### src/rtl/ndp_pkg.sv
// Shared constants for the NDP core datapath.
// Latency: n/a (package only).
// Backpressure: n/a (package only).
package ndp_pkg;

  // FP16 result element width and the AXI4-Stream data width it packs into.
  localparam int FP16_WIDTH  = 16;
  localparam int AXIS_DATA_W = 32;

  // Frame FSM for the egress path.
  typedef enum logic [1:0] {
    IDLE = 2'd0,
    RUN  = 2'd1,
    FIN  = 2'd2
  } state_e;

endpackage

### src/rtl/ndp_sync_fifo.sv
// Synchronous first-word-fall-through FIFO; dout shows the head word whenever !empty.
// Latency: a pushed word is visible at dout the cycle after the push when the FIFO was empty.
// Backpressure: full blocks push unless a pop happens in the same cycle; pop on empty is ignored.
// Ports: axi_aclk/axi_aresetn (sync, active-low), push/din write side, pop/dout read side, full/empty status.
module ndp_sync_fifo #(
  parameter int WIDTH = 32,
  parameter int DEPTH = 16
) (
  input  logic             axi_aclk,
  input  logic             axi_aresetn,
  input  logic             push,
  input  logic             pop,
  input  logic [WIDTH-1:0] din,
  output logic [WIDTH-1:0] dout,
  output logic             full,
  output logic             empty
);

  localparam int AW = $clog2(DEPTH);

  logic [WIDTH-1:0] mem_q [DEPTH];
  // One extra wrap bit on each pointer distinguishes full from empty.
  logic [AW:0]      wr_ptr_q, wr_ptr_d;
  logic [AW:0]      rd_ptr_q, rd_ptr_d;
  logic             do_push, do_pop;

  assign empty   = (wr_ptr_q == rd_ptr_q);
  assign full    = (wr_ptr_q[AW] != rd_ptr_q[AW]) &&
                   (wr_ptr_q[AW-1:0] == rd_ptr_q[AW-1:0]);
  assign do_pop  = pop && !empty;
  // A pop frees the slot this cycle, so push-while-full is safe alongside it.
  assign do_push = push && (!full || do_pop);
  assign dout    = mem_q[rd_ptr_q[AW-1:0]];

  always_comb begin
    wr_ptr_d = wr_ptr_q;
    rd_ptr_d = rd_ptr_q;
    if (do_push) wr_ptr_d = wr_ptr_q + (AW+1)'(1);
    if (do_pop)  rd_ptr_d = rd_ptr_q + (AW+1)'(1);
  end

  always_ff @(posedge axi_aclk) begin
    if (!axi_aresetn) begin
      wr_ptr_q <= '0;
      rd_ptr_q <= '0;
    end else begin
      wr_ptr_q <= wr_ptr_d;
      rd_ptr_q <= rd_ptr_d;
    end
  end

  // Storage needs no reset: empty masks stale contents.
  always_ff @(posedge axi_aclk) begin
    if (do_push) mem_q[wr_ptr_q[AW-1:0]] <= din;
  end

endmodule

### src/rtl/ndp_axis_result_tx.sv
// Egress stage: packs FP16 result pairs into 32-bit words and streams a framed AXI4-Stream master.
// Latency: odd element accepted at t -> word valid on m_axis at t+1 when the word FIFO was empty.
// Backpressure: tready low fills the word FIFO; in_ready drops when full or 2*len elements taken.
// Ports: start/frame_len/busy/done frame control, in_valid/in_ready/in_data element intake,
//        m_axis_tdata/tvalid/tready/tlast stream out; axi_aclk with sync active-low axi_aresetn.
module ndp_axis_result_tx
  import ndp_pkg::*;
#(
  parameter int WIDTH      = FP16_WIDTH,
  parameter int DATA_W     = AXIS_DATA_W,
  parameter int FIFO_DEPTH = 16,
  parameter int LEN_W      = 16
) (
  input  logic              axi_aclk,
  input  logic              axi_aresetn,
  input  logic              start,
  input  logic [LEN_W-1:0]  frame_len,
  output logic              busy,
  output logic              done,
  input  logic              in_valid,
  output logic              in_ready,
  input  logic [WIDTH-1:0]  in_data,
  output logic [DATA_W-1:0] m_axis_tdata,
  output logic              m_axis_tvalid,
  input  logic              m_axis_tready,
  output logic              m_axis_tlast
);

  state_e            state_q, state_d;
  logic [LEN_W-1:0]  len_q, len_d;
  logic [LEN_W:0]    ecnt_q, ecnt_d;   // elements taken; reaches 2*len
  logic [LEN_W-1:0]  bcnt_q, bcnt_d;   // beats sent
  logic [WIDTH-1:0]  lo_q, lo_d;       // even element waiting for its partner

  logic              fifo_full, fifo_empty, fifo_push;
  logic [DATA_W-1:0] fifo_dout;
  logic              in_hs, beat_hs;

  // in_ready depends on registered state only, never on in_valid.
  assign in_ready      = (state_q == RUN) && (ecnt_q < {len_q, 1'b0}) && !fifo_full;
  assign in_hs         = in_valid && in_ready;
  assign fifo_push     = in_hs && ecnt_q[0];

  assign m_axis_tvalid = (state_q == RUN) && !fifo_empty;
  assign m_axis_tdata  = m_axis_tvalid ? fifo_dout : '0;
  assign m_axis_tlast  = m_axis_tvalid && (bcnt_q == len_q - LEN_W'(1));
  assign beat_hs       = m_axis_tvalid && m_axis_tready;

  assign busy = (state_q != IDLE);
  assign done = (state_q == FIN);

  ndp_sync_fifo #(
    .WIDTH (DATA_W),
    .DEPTH (FIFO_DEPTH)
  ) u_word_fifo (
    .axi_aclk    (axi_aclk),
    .axi_aresetn (axi_aresetn),
    .push        (fifo_push),
    .pop         (beat_hs),
    .din         ({in_data, lo_q}),
    .dout        (fifo_dout),
    .full        (fifo_full),
    .empty       (fifo_empty)
  );

  always_comb begin
    state_d = state_q;
    len_d   = len_q;
    ecnt_d  = ecnt_q;
    bcnt_d  = bcnt_q;
    lo_d    = lo_q;
    case (state_q)
      IDLE: begin
        if (start) begin
          len_d   = frame_len;
          ecnt_d  = '0;
          bcnt_d  = '0;
          state_d = (frame_len == '0) ? FIN : RUN;
        end
      end
      RUN: begin
        if (in_hs) begin
          ecnt_d = ecnt_q + (LEN_W+1)'(1);
          if (!ecnt_q[0]) lo_d = in_data;
        end
        if (beat_hs) begin
          bcnt_d = bcnt_q + LEN_W'(1);
          if (m_axis_tlast) state_d = FIN;
        end
      end
      FIN:     state_d = IDLE;
      default: state_d = IDLE;
    endcase
  end

  always_ff @(posedge axi_aclk) begin
    if (!axi_aresetn) begin
      state_q <= IDLE;
      len_q   <= '0;
      ecnt_q  <= '0;
      bcnt_q  <= '0;
      lo_q    <= '0;
    end else begin
      state_q <= state_d;
      len_q   <= len_d;
      ecnt_q  <= ecnt_d;
      bcnt_q  <= bcnt_d;
      lo_q    <= lo_d;
    end
  end

endmodule

### config.mk
export PLATFORM = sky130hd
export DESIGN_NAME = ndp_axis_result_tx
export DESIGN_NICKNAME = d
export VERILOG_FILES = /design/src/rtl/ndp_pkg.sv /design/src/rtl/ndp_sync_fifo.sv /design/src/rtl/ndp_axis_result_tx.sv
export SDC_FILE = /design/constraint.sdc
export NUM_CORES = 1
export LEC_CHECK = 0
export CAP_MARGIN = 20
export CORE_MARGIN = 2
export CORE_UTILIZATION = 55
export DETAILED_ROUTE_END_ITERATION = 8
export PLACE_DENSITY = 0.73
export SLEW_MARGIN = 20
export SYNTH_ARGS = -nofsm -noshare
export SYNTH_HDL_FRONTEND = slang
export SYNTH_SLANG_ARGS = --single-unit
### constraint.sdc
create_clock -name axi_aclk -period 4.43 [get_ports axi_aclk]
set_input_delay 0.6645 -clock axi_aclk [delete_from_list [all_inputs] [get_ports axi_aclk]]
set_output_delay 0.6645 -clock axi_aclk [all_outputs]
set_load 0.03 [all_outputs]
==> impl_metrics.yaml, run 1 <==
clock_network:
  clock_latency_ps: 610
  cts.sinks: 593
  cts_resized: 0
  cts_tree: "done"
  clk_pin_slew_worst_paths_ps: 60
  htreeDepth: 2
  cts_buffer_depth: 3
  cts_hold_buf: 0
  clock-root-buffer: "clkbuf_16"
  cts_setup_buffers: 0
  cts_buffers: 58
route:
  drt-total-wl_um: 53600
  first_pass_iters: 5
  drt_drc_violations_left: 0
  via_per_inst: 6.21
  postRouteAntennaNets: 0
  vias: 12800
  avgRoutedWirePerCell_um: 26.0
  drt_iter0_drc: 1393
synthesis:
  ys.flop_type: "edfxtp_1"
  yosysSeqAreaShare_pct: 70.6
  avgSynthCellArea_um2: 18.2
  synth_edf_count: 512
  yosysWarningCount: 0
  synth_fp_nets: 1386
  ys_async_sr_fraction_pct: 0
  syn_inst: 1326
  synth_cell_types: 65
  syn-cell-area_um2: 24100
  ys_seq_elements: 593
worst_setup_path:
  cp-end-kind: "output pin"
  slowest_delay_ps: 680
  timing.critical_path.to: "m_axis_tlast"
  path_max_fanout: 9
  cp-start-kind: "register"
  crit_chain: "nor4_2 -> and2_1 -> nand4_2 -> a2111oi_4 -> nand4b_2 -> inv_1 -> clkdlybuf4s50_1"
  r2r_cells: 9
  startpoint: "len_q[2]"
  regToRegEndpoint: "u_word_fifo.mem_q[8][9]"
  timing.rr.start: "len_q[13]"
  worst-r2r-setup-slack_ps: 730
  crit_type: "register to output pin"
  slowest_stage: "nor4_2"
  worstPathArrival_ps: 3480
  required_ps: 3770
floorplan:
  start_util_pct: 55.8
  fp.dieH_um: 213
  die_x_um: 213
  pin_count: 74
  num_rows: 76
  core_area_um2: 43200
  die-area_um2: 45500
cells_and_area:
  n_antenna_cell: 0
  nets: 1486
  final_layout_size_suffix_gt1_share_pct: 22.4
  design_area_um2: 27600
  area.growth.synth_to_final_pct: 14.5
sta:
  fin_skew_ps: 20.2
  fmax_mhz: 241
  timing.slew.headroom_pct: 35.4
  tightestPinTransition_ps: 969
  setup_viol_count_final: 0
  rsz0062_at_grt: "no"
  setup_tns_ps: 0
  finalCritPeriodShare_pct: 93.7
  drv_slew: 0
  hold_viol: 0
  timing.final.crit_period_ps: 4150
power_and_ir_drop:
  power_mw: 11.3
  power.density_nw_per_um2: 410
  ir_drop_mv: 0.313
  leakagePower_nw: 8.32
global_route:
  overflow: 0
  first_global_vias: 12800
  grt_max_degree: 48
  grt_pass1_wl_um: 79900
  antenna_found_initial: 0
  gr-usage-all-layers_pct: 24.2
placement:
  post-dp-hpwl_um: 31200
  portBuffers: 73
  place.gp.congestion: 0.828
  postPlaceCellArea_um2: 25700
hold_path:
  holdCritPathClass: "register to register"
run:
  cap_violations: 0
outcome:
  outcome: "finished clean"
[layout make-up]
class / count / area, µm²
Sequential cell: 593 / 17000
Fill cell: 2982 / 15600
Multi-Input combinational cell: 630 / 6720
Clock buffer: 83 / 1620
Timing Repair Buffer: 115 / 1130
Tap cell: 585 / 732
Clock inverter: 26 / 270
Inverter: 28 / 105
[Yosys cell counts (2+ instances only)]
| master | n | area, µm² |
|---|---|---|
| o211ai_1 | 4 | 30.0 |
| nor2_1 | 36 | 135 |
| nor3_1 | 10 | 50.1 |
| and3_1 | 17 | 106 |
| a21oi_1 | 55 | 275 |
| o2111ai_1 | 12 | 105 |
| nand4_1 | 12 | 75.1 |
| a211oi_1 | 6 | 45.0 |
| a31o_2 | 2 | 17.5 |
| nor2b_1 | 36 | 225 |
| and4_1 | 2 | 17.5 |
| nor4_1 | 4 | 25.0 |
| or4_1 | 2 | 15.0 |
| mux4_2 | 160 | 3600 |
| ha_1 | 23 | 288 |
| nand2_1 | 83 | 312 |
| inv_1 | 28 | 105 |
| o21ai_0 | 26 | 130 |
| o22ai_1 | 2 | 12.5 |
| mux2i_1 | 7 | 70.1 |
| o21a_1 | 5 | 37.5 |
| a2111oi_2 | 2 | 30.0 |
| clkbuf_1 | 48 | 180 |
| edfxtp_1 | 512 | 15400 |
| or3_1 | 7 | 43.8 |
| nor4_2 | 2 | 25.0 |
| buf_2 | 11 | 55.1 |
| xor2_1 | 10 | 87.6 |
| nand3_1 | 18 | 90.1 |
| nand2b_1 | 5 | 31.3 |
| a2111oi_0 | 8 | 70.1 |
| or4_4 | 2 | 22.5 |
| xnor2_1 | 31 | 272 |
| o31ai_1 | 2 | 15.0 |
| o21bai_1 | 2 | 15.0 |
| and2_1 | 5 | 31.3 |
| buf_1 | 12 | 45.0 |
| buf_6 | 2 | 22.5 |
| dfxtp_1 | 81 | 1620 |
| a2111o_1 | 9 | 101 |
[through the flow]
step | instances | util [%] | hold WS (ps) | setup slack (ps)
2_1_floorplan | 1326 | - | 458 | 443
3_3_place_gp | 1951 | 59.5 | 482 | 887
3_5_place_dp | 1951 | 59.5 | 487 | 806
4_1_cts | 2060 | 63.9 | 496 | 228
5_1_grt | 2060 | 63.9 | 537 | 84.4
6_report | 2060 | 63.9 | 506 | 281
[registers in the layout (all words and copies together) (netlist names), named ones only]
name,cells
u_word_fifo.mem_q,512
ecnt_q,17
bcnt_q,16
len_q,16
lo_q,16
u_word_fifo.rd_ptr_q,5
u_word_fifo.wr_ptr_q,5
state_q,2
[power by group]
part | total, mW | internal, mW | switching, mW | leakage [nW]
Sequential | 6.12 | 6.07 | 0.0518 | 5.07
Clock | 4.84 | 2.78 | 2.06 | 0.901
Combinational | 0.334 | 0.125 | 0.208 | 2.35
[cell families (layout without fill, tap and decap cells)]
family / after synthesis / after routing / synth area share, %
buffers and inverters: 103 / 252 / 1.78
AO/OA/AOI/OAI: 147 / 147 / 4.20
multiplexers: 168 / 168 / 15.3
flip-flops: 593 / 593 / 70.6
AND/OR/NAND/NOR: 250 / 250 / 5.36
XOR/XNOR: 42 / 42 / 1.58
adder cells (fa/ha/maj): 23 / 23 / 1.19
[worst min-delay path by stage]
stage	start	end	slack [ps]	depth (start not counted)
final	len_q[15]	len_q[15]	510	2
after global routing	ecnt_q[1]	ecnt_q[1]	540	2
after CTS	len_q[15]	len_q[15]	500	2
after detailed placement	len_q[15]	len_q[15]	490	2
after global placement	len_q[15]	len_q[15]	480	2
after floorplan	len_q[15]	len_q[15]	460	2
[metal layers]
| metal | global-route usage [%] | vias up | part of all wire (%) |
|---|---|---|---|
| met1 | 33.1 | 6638 | 40 |
| met4 | 7.06 | 0 | 2.4 |
| met5 | 0 | - | 0 |
| met3 | 3.82 | 86 | 7.1 |
| met2 | 40.8 | 538 | 51 |
| li1 | - | 5540 | - |
[cell usage in the layout, fill, tap and decap left out, types with 4 or more instances in the layout]
cell type        netlist  layout
dfxtp_1               81      77
o21ai_0               26      25
a2111o_1               9       9
and3_1                17       4
nor2b_1               36      35
o21a_1                 5       5
buf_12                 0       7
xor2_1                10      10
clkdlybuf4s50_1        0      73
or3_1                  7       7
buf_4                  1      35
clkinvlp_4             0       7
clkbuf_16              0      58
and2_1                 5       5
clkinv_2               0       7
nand2_1               83      83
a211oi_1               6       6
a21oi_1               55      55
inv_1                 28      28
clkbuf_1              48      18
nand3_1               18      18
and3_2                 0      13
mux2i_1                7       7
nor4_1                 4       4
a2111oi_0              8       8
bufinv_16              0       4
nand4_1               12      12
ha_1                  23      23
o211ai_1               4       4
nor3_1                10       9
o2111ai_1             12      12
edfxtp_1             512     512
nand2b_1               5       5
xnor2_1               31      31
mux4_2               160     160
nor2_1                36      36
clkbuf_8               1       7
[worst max-delay path, delay by kind of cell, from the launching register on]
kind,cells,cell delay [ps]
buffers and inverters,2,780
AOI/OAI and AO/OA,1,400
DFF,1,390
and+or+nand+nor,4,1300
Power figures use the tool's default switching activity.
==> inputs of run 2 (changes only) <==
CORE_ASPECT_RATIO = 2   (was default)
HOLD_SLACK_MARGIN = 0.15   (was default)
==> impl_metrics.yaml, run 2 (synthesized netlist as in run 1, its figures left out) <==
cells_and_area:
  ff_latch_area_um2: 17000
  fillers: 2977
  fin_cells: 2002
  final_common_cell: "edfxtp_1"
  largest_register_ffs: 512
  multiInputGateArea_um2: 6720
  area.growth.synth_to_final_pct: 13.1
  final_layout_size_suffix_gt1_share_pct: 21.8
  final_cell_mix: "edfxtp_1, mux4_2, nand2_1"
  design_area_um2: 27200
  nets: 1472
global_route:
  gr-usage-all-layers_pct: 24.4
  grt_pass1_wl_um: 83100
  first_global_vias: 13400
  antenna_found_initial: 1
  grt_max_degree: 56
  overflow: 0
power_and_ir_drop:
  p_seq_share_pct: 56.5
  power.density_nw_per_um2: 398
  p_sw_share_pct: 20.7
  clkPwrFrac_pct: 40.4
  ir_drop_mv: 0.283
  power_mw: 10.8
  p_int_mw: 8.59
  power_switching_mw: 2.25
  leakagePower_nw: 8.18
  p_comb_share_pct: 3.2
route:
  drt-total-wl_um: 54900
  vias: 12700
  postRouteAntennaNets: 0
  first_pass_iters: 5
  drt_iter0_drc: 1032
  via_per_inst: 6.34
  drt_drc_violations_left: 0
  avgRoutedWirePerCell_um: 27.4
worst_setup_path:
  worst-path-stages: 9
  slowest_stage: "clkdlybuf4s50_1"
  cp-start-kind: "register"
  r2r_cells: 8
  required_ps: 3770
  slowest_delay_ps: 670
  critPathTopFamily: "buffers and inverters"
  path_max_fanout: 7
  cp-end-kind: "output pin"
  crit_type: "register to output pin"
  worstPathArrival_ps: 3610
  critPathBufInv: 3
  crit_chain: "inv_1 -> ha_2 -> or2b_1 -> o41ai_1 -> nand3_1 -> a211oi_2 -> nand4b_2 -> inv_1 -> clkdlybuf4s50_1"
  cpMostUsedCell: "inv_1"
sta:
  holdWs_ps: 507
  timing.slew.headroom_pct: 26.0
  setup_tns_ps: 0
  fin_skew_ps: 18.5
  rsz0062_at_grt: "no"
  timing.final.crit_period_ps: 4270
  hold_viol: 0
  setup_viol_count_final: 0
  tightestPinTransition_ps: 1110
  drv_slew: 0
  finalCritPeriodShare_pct: 96.4
  fmax_mhz: 234
clock_network:
  clock_latency_ps: 580
  clk_pin_slew_worst_paths_ps: 70
  cts_buffers: 49
  cts.sinks: 593
  cts_buffer_depth: 3
  cts_hold_buf: 0
  cts_tree: "done"
  htreeDepth: 2
  clock-root-buffer: "clkbuf_16"
placement:
  postPlaceCellArea_um2: 25600
  place.gp.congestion: 0.950
  portBuffers: 73
  dp_cells: 1911
  post-dp-hpwl_um: 33200
outcome:
  outcome: "finished clean"
floorplan:
  pin_count: 74
  fp.dieH_um: 300
  core_area_um2: 43400
  die-area_um2: 45600
  die_x_um: 152
  start_util_pct: 55.5
  num_rows: 108
hold_path:
  holdCritPathClass: "register to register"
  hold_path_depth: 2
run:
  cap_violations: 0
## run 2: routing by layer
layer | track usage (%) | wire length, µm
met1 | 27.4 | 19000
met2 | 46.8 | 31200
met3 | 2.90 | 2560
met4 | 9.88 | 2060
met5 | 0 | 0
## run 2: path summary, 6_finish.rpt
check | from | to | slack (ps)
worst max-delay path | len_q[1] | m_axis_tlast | 160
worst min-delay path | len_q[15] | len_q[15] | 510
worst max register to register | len_q[3] | u_word_fifo.mem_q[2][30] | 750
worst min register to register | len_q[15] | len_q[15] | 510
## run 2: layout make-up
type / count / area share, %
Clock buffer: 64 / 5.08
Multi-Input combinational cell: 630 / 24.7
Sequential cell: 593 / 62.4
Timing Repair Buffer: 110 / 4.02
Tap cell: 550 / 2.53
Clock inverter: 26 / 0.891
Inverter: 28 / 0.386
Antenna cell: 1 / 0.00918
## run 2: metrics by stage
step,setup WS (ps),utilization (%)
floorplan,443,-
global placement,800,59.0
detailed placement,719,59.1
CTS,88.4,62.8
global route,54.0,62.8
finish,160,62.8
## run 2: worst register-to-register path, cell delays in order, from the launching register on
cell,delay [ps]
dfxtp_1,520
inv_1,90
ha_1,320
a21oi_1,120
o21ai_0,240
a211o_1,350
nor2_1,470
and3_2,910
buf_4,340
## run 2: power groups by stage
stage / Combinational, mW / Clock (mW) / Sequential, mW
4_1_cts: 0.340 / 4.45 / 6.12
5_1_grt: 0.370 / 4.62 / 6.12
3_5_place_dp: 0.338 / 0 / 6.24
2_1_floorplan: 0.199 / 0 / 6.22
6_report: 0.342 / 4.38 / 6.12
3_3_place_gp: 0.332 / 0 / 6.24
## run 2: what timing repair did
item                       in CTS  in global routing
setup buffers                   0                  0
setup endpoints to repair       0                  1
gates resized for setup         0                  1
==> inputs of run 3 (changes only) <==
CTS_BUF_LIST = sky130_fd_sc_hd__clkbuf_8 sky130_fd_sc_hd__clkbuf_16   (was default)
==> impl_metrics.yaml, run 3 (synthesized netlist as in run 1, its figures left out) <==
outcome:
  outcome: "finished clean"
cells_and_area:
  final_layout_size_suffix_gt1_share_pct: 21.8
  final_cell_mix: "edfxtp_1, mux4_2, nand2_1"
  ff_latch_area_um2: 17000
  fillers: 2977
  final_common_cell: "edfxtp_1"
  fin_cells: 2002
  largest_register_ffs: 512
  nets: 1472
  multiInputGateArea_um2: 6720
  area.growth.synth_to_final_pct: 13.1
clock_network:
  clock-root-buffer: "clkbuf_16"
  cts_tree: "done"
  cts_resized: 0
  cts_buffers: 49
  clock_latency_ps: 580
  cts_setup_buffers: 0
  clk_pin_slew_worst_paths_ps: 70
  cts.sinks: 593
  cts_buffer_depth: 3
  cts_hold_buf: 0
  htreeDepth: 2
sta:
  timing.final.crit_period_ps: 4270
  tightestPinTransition_ps: 1110
  fin_skew_ps: 17.9
  finalCritPeriodShare_pct: 96.4
  setup_tns_ps: 0
  timing.slew.headroom_pct: 26.1
  drv_slew: 0
  fmax_mhz: 234
  worst_slack_ps: 160
  rsz0062_at_grt: "no"
  setup_viol_count_final: 0
  hold_viol: 0
floorplan:
  pin_count: 74
  fp.dieH_um: 300
  die-area_um2: 45600
  start_util_pct: 55.5
  num_rows: 108
  core_area_um2: 43400
  die_x_um: 152
run:
  cap_violations: 0
placement:
  dp_slack_ps: 719
  place.gp.congestion: 0.950
  dp_cells: 1911
  post-dp-hpwl_um: 33200
  portBuffers: 73
route:
  drt-total-wl_um: 54800
  highest_layer: "met4"
  drt_iter0_drc: 1034
  first_pass_iters: 5
  postRouteAntennaNets: 0
  wl_met3_um: 2550
  wl_met1_um: 19100
  drt_drc_violations_left: 0
  wl_met2_um: 31200
  avgRoutedWirePerCell_um: 27.4
  via_per_inst: 6.33
  vias: 12700
global_route:
  grt_pass1_wl_um: 83100
  gr-usage-all-layers_pct: 24.4
  grt_max_degree: 56
  overflow: 0
  first_global_vias: 13400
  antenna_found_initial: 1
worst_setup_path:
  crit_type: "register to output pin"
  cp-start-kind: "register"
  path_max_fanout: 7
  cp-end-kind: "output pin"
  worstPathArrival_ps: 3610
  required_ps: 3770
power_and_ir_drop:
  power.density_nw_per_um2: 397
  ir_drop_mv: 0.283
  leakagePower_nw: 8.21
hold_path:
  holdCritPathClass: "register to register"
## run 3: final timing paths
| check | startpoint | end | slack [ps] | cells after the start |
|---|---|---|---|---|
| worst max-delay path | len_q[1] | m_axis_tlast | 160 | 9 |
| worst min register to register | len_q[15] | len_q[15] | 510 | 2 |
| worst min-delay path | len_q[15] | len_q[15] | 510 | 2 |
| worst max register to register | len_q[3] | u_word_fifo.mem_q[2][30] | 750 | 8 |
## run 3: final cells by class
type | count | area share, %
flip-flops and latches | 593 | 62.4
multi-input cells | 630 | 24.7
clock buffers | 57 | 4.99
repair buffers | 110 | 4.02
well taps | 550 | 2.53
clock inverters | 33 | 0.987
inverters | 28 | 0.386
diodes | 1 | 0.00918
## run 3: per-stage QoR
| stage | cell area (µm²) | utilization [%] | hold WS (ps) | total power, mW |
|---|---|---|---|---|
| 5_1_grt | 27200 | 62.8 | 527 | 11.1 |
| 3_5_place_dp | 25600 | 59.1 | 501 | 6.58 |
| 4_1_cts | 27200 | 62.8 | 511 | 10.9 |
| 3_3_place_gp | 25600 | 59.0 | 478 | 6.57 |
| 6_report | 27200 | 62.8 | 507 | 10.8 |
| 2_1_floorplan | 24100 | - | 458 | 6.42 |
## run 3: power breakdown
part	leakage (nW)	switching (mW)	internal, mW
clock network	0.822	1.98	2.38
registers	5.07	0.0530	6.07
logic	2.32	0.217	0.126
## run 3: per-layer routing
metal | up-vias | track usage (%)
met5 | - | 0
li1 | 5502 | -
met4 | 0 | 9.88
met2 | 451 | 46.8
met1 | 6600 | 27.4
met3 | 112 | 2.90
## run 3: worst max-delay path, stage by stage, from the launching register on
cell and delay, ps:
dfxtp_1 370, inv_1 130, ha_2 290, or2b_1 350, o41ai_1 400, nand3_1 170
a211oi_2 320, nand4b_2 230, inv_1 100, clkdlybuf4s50_1 670
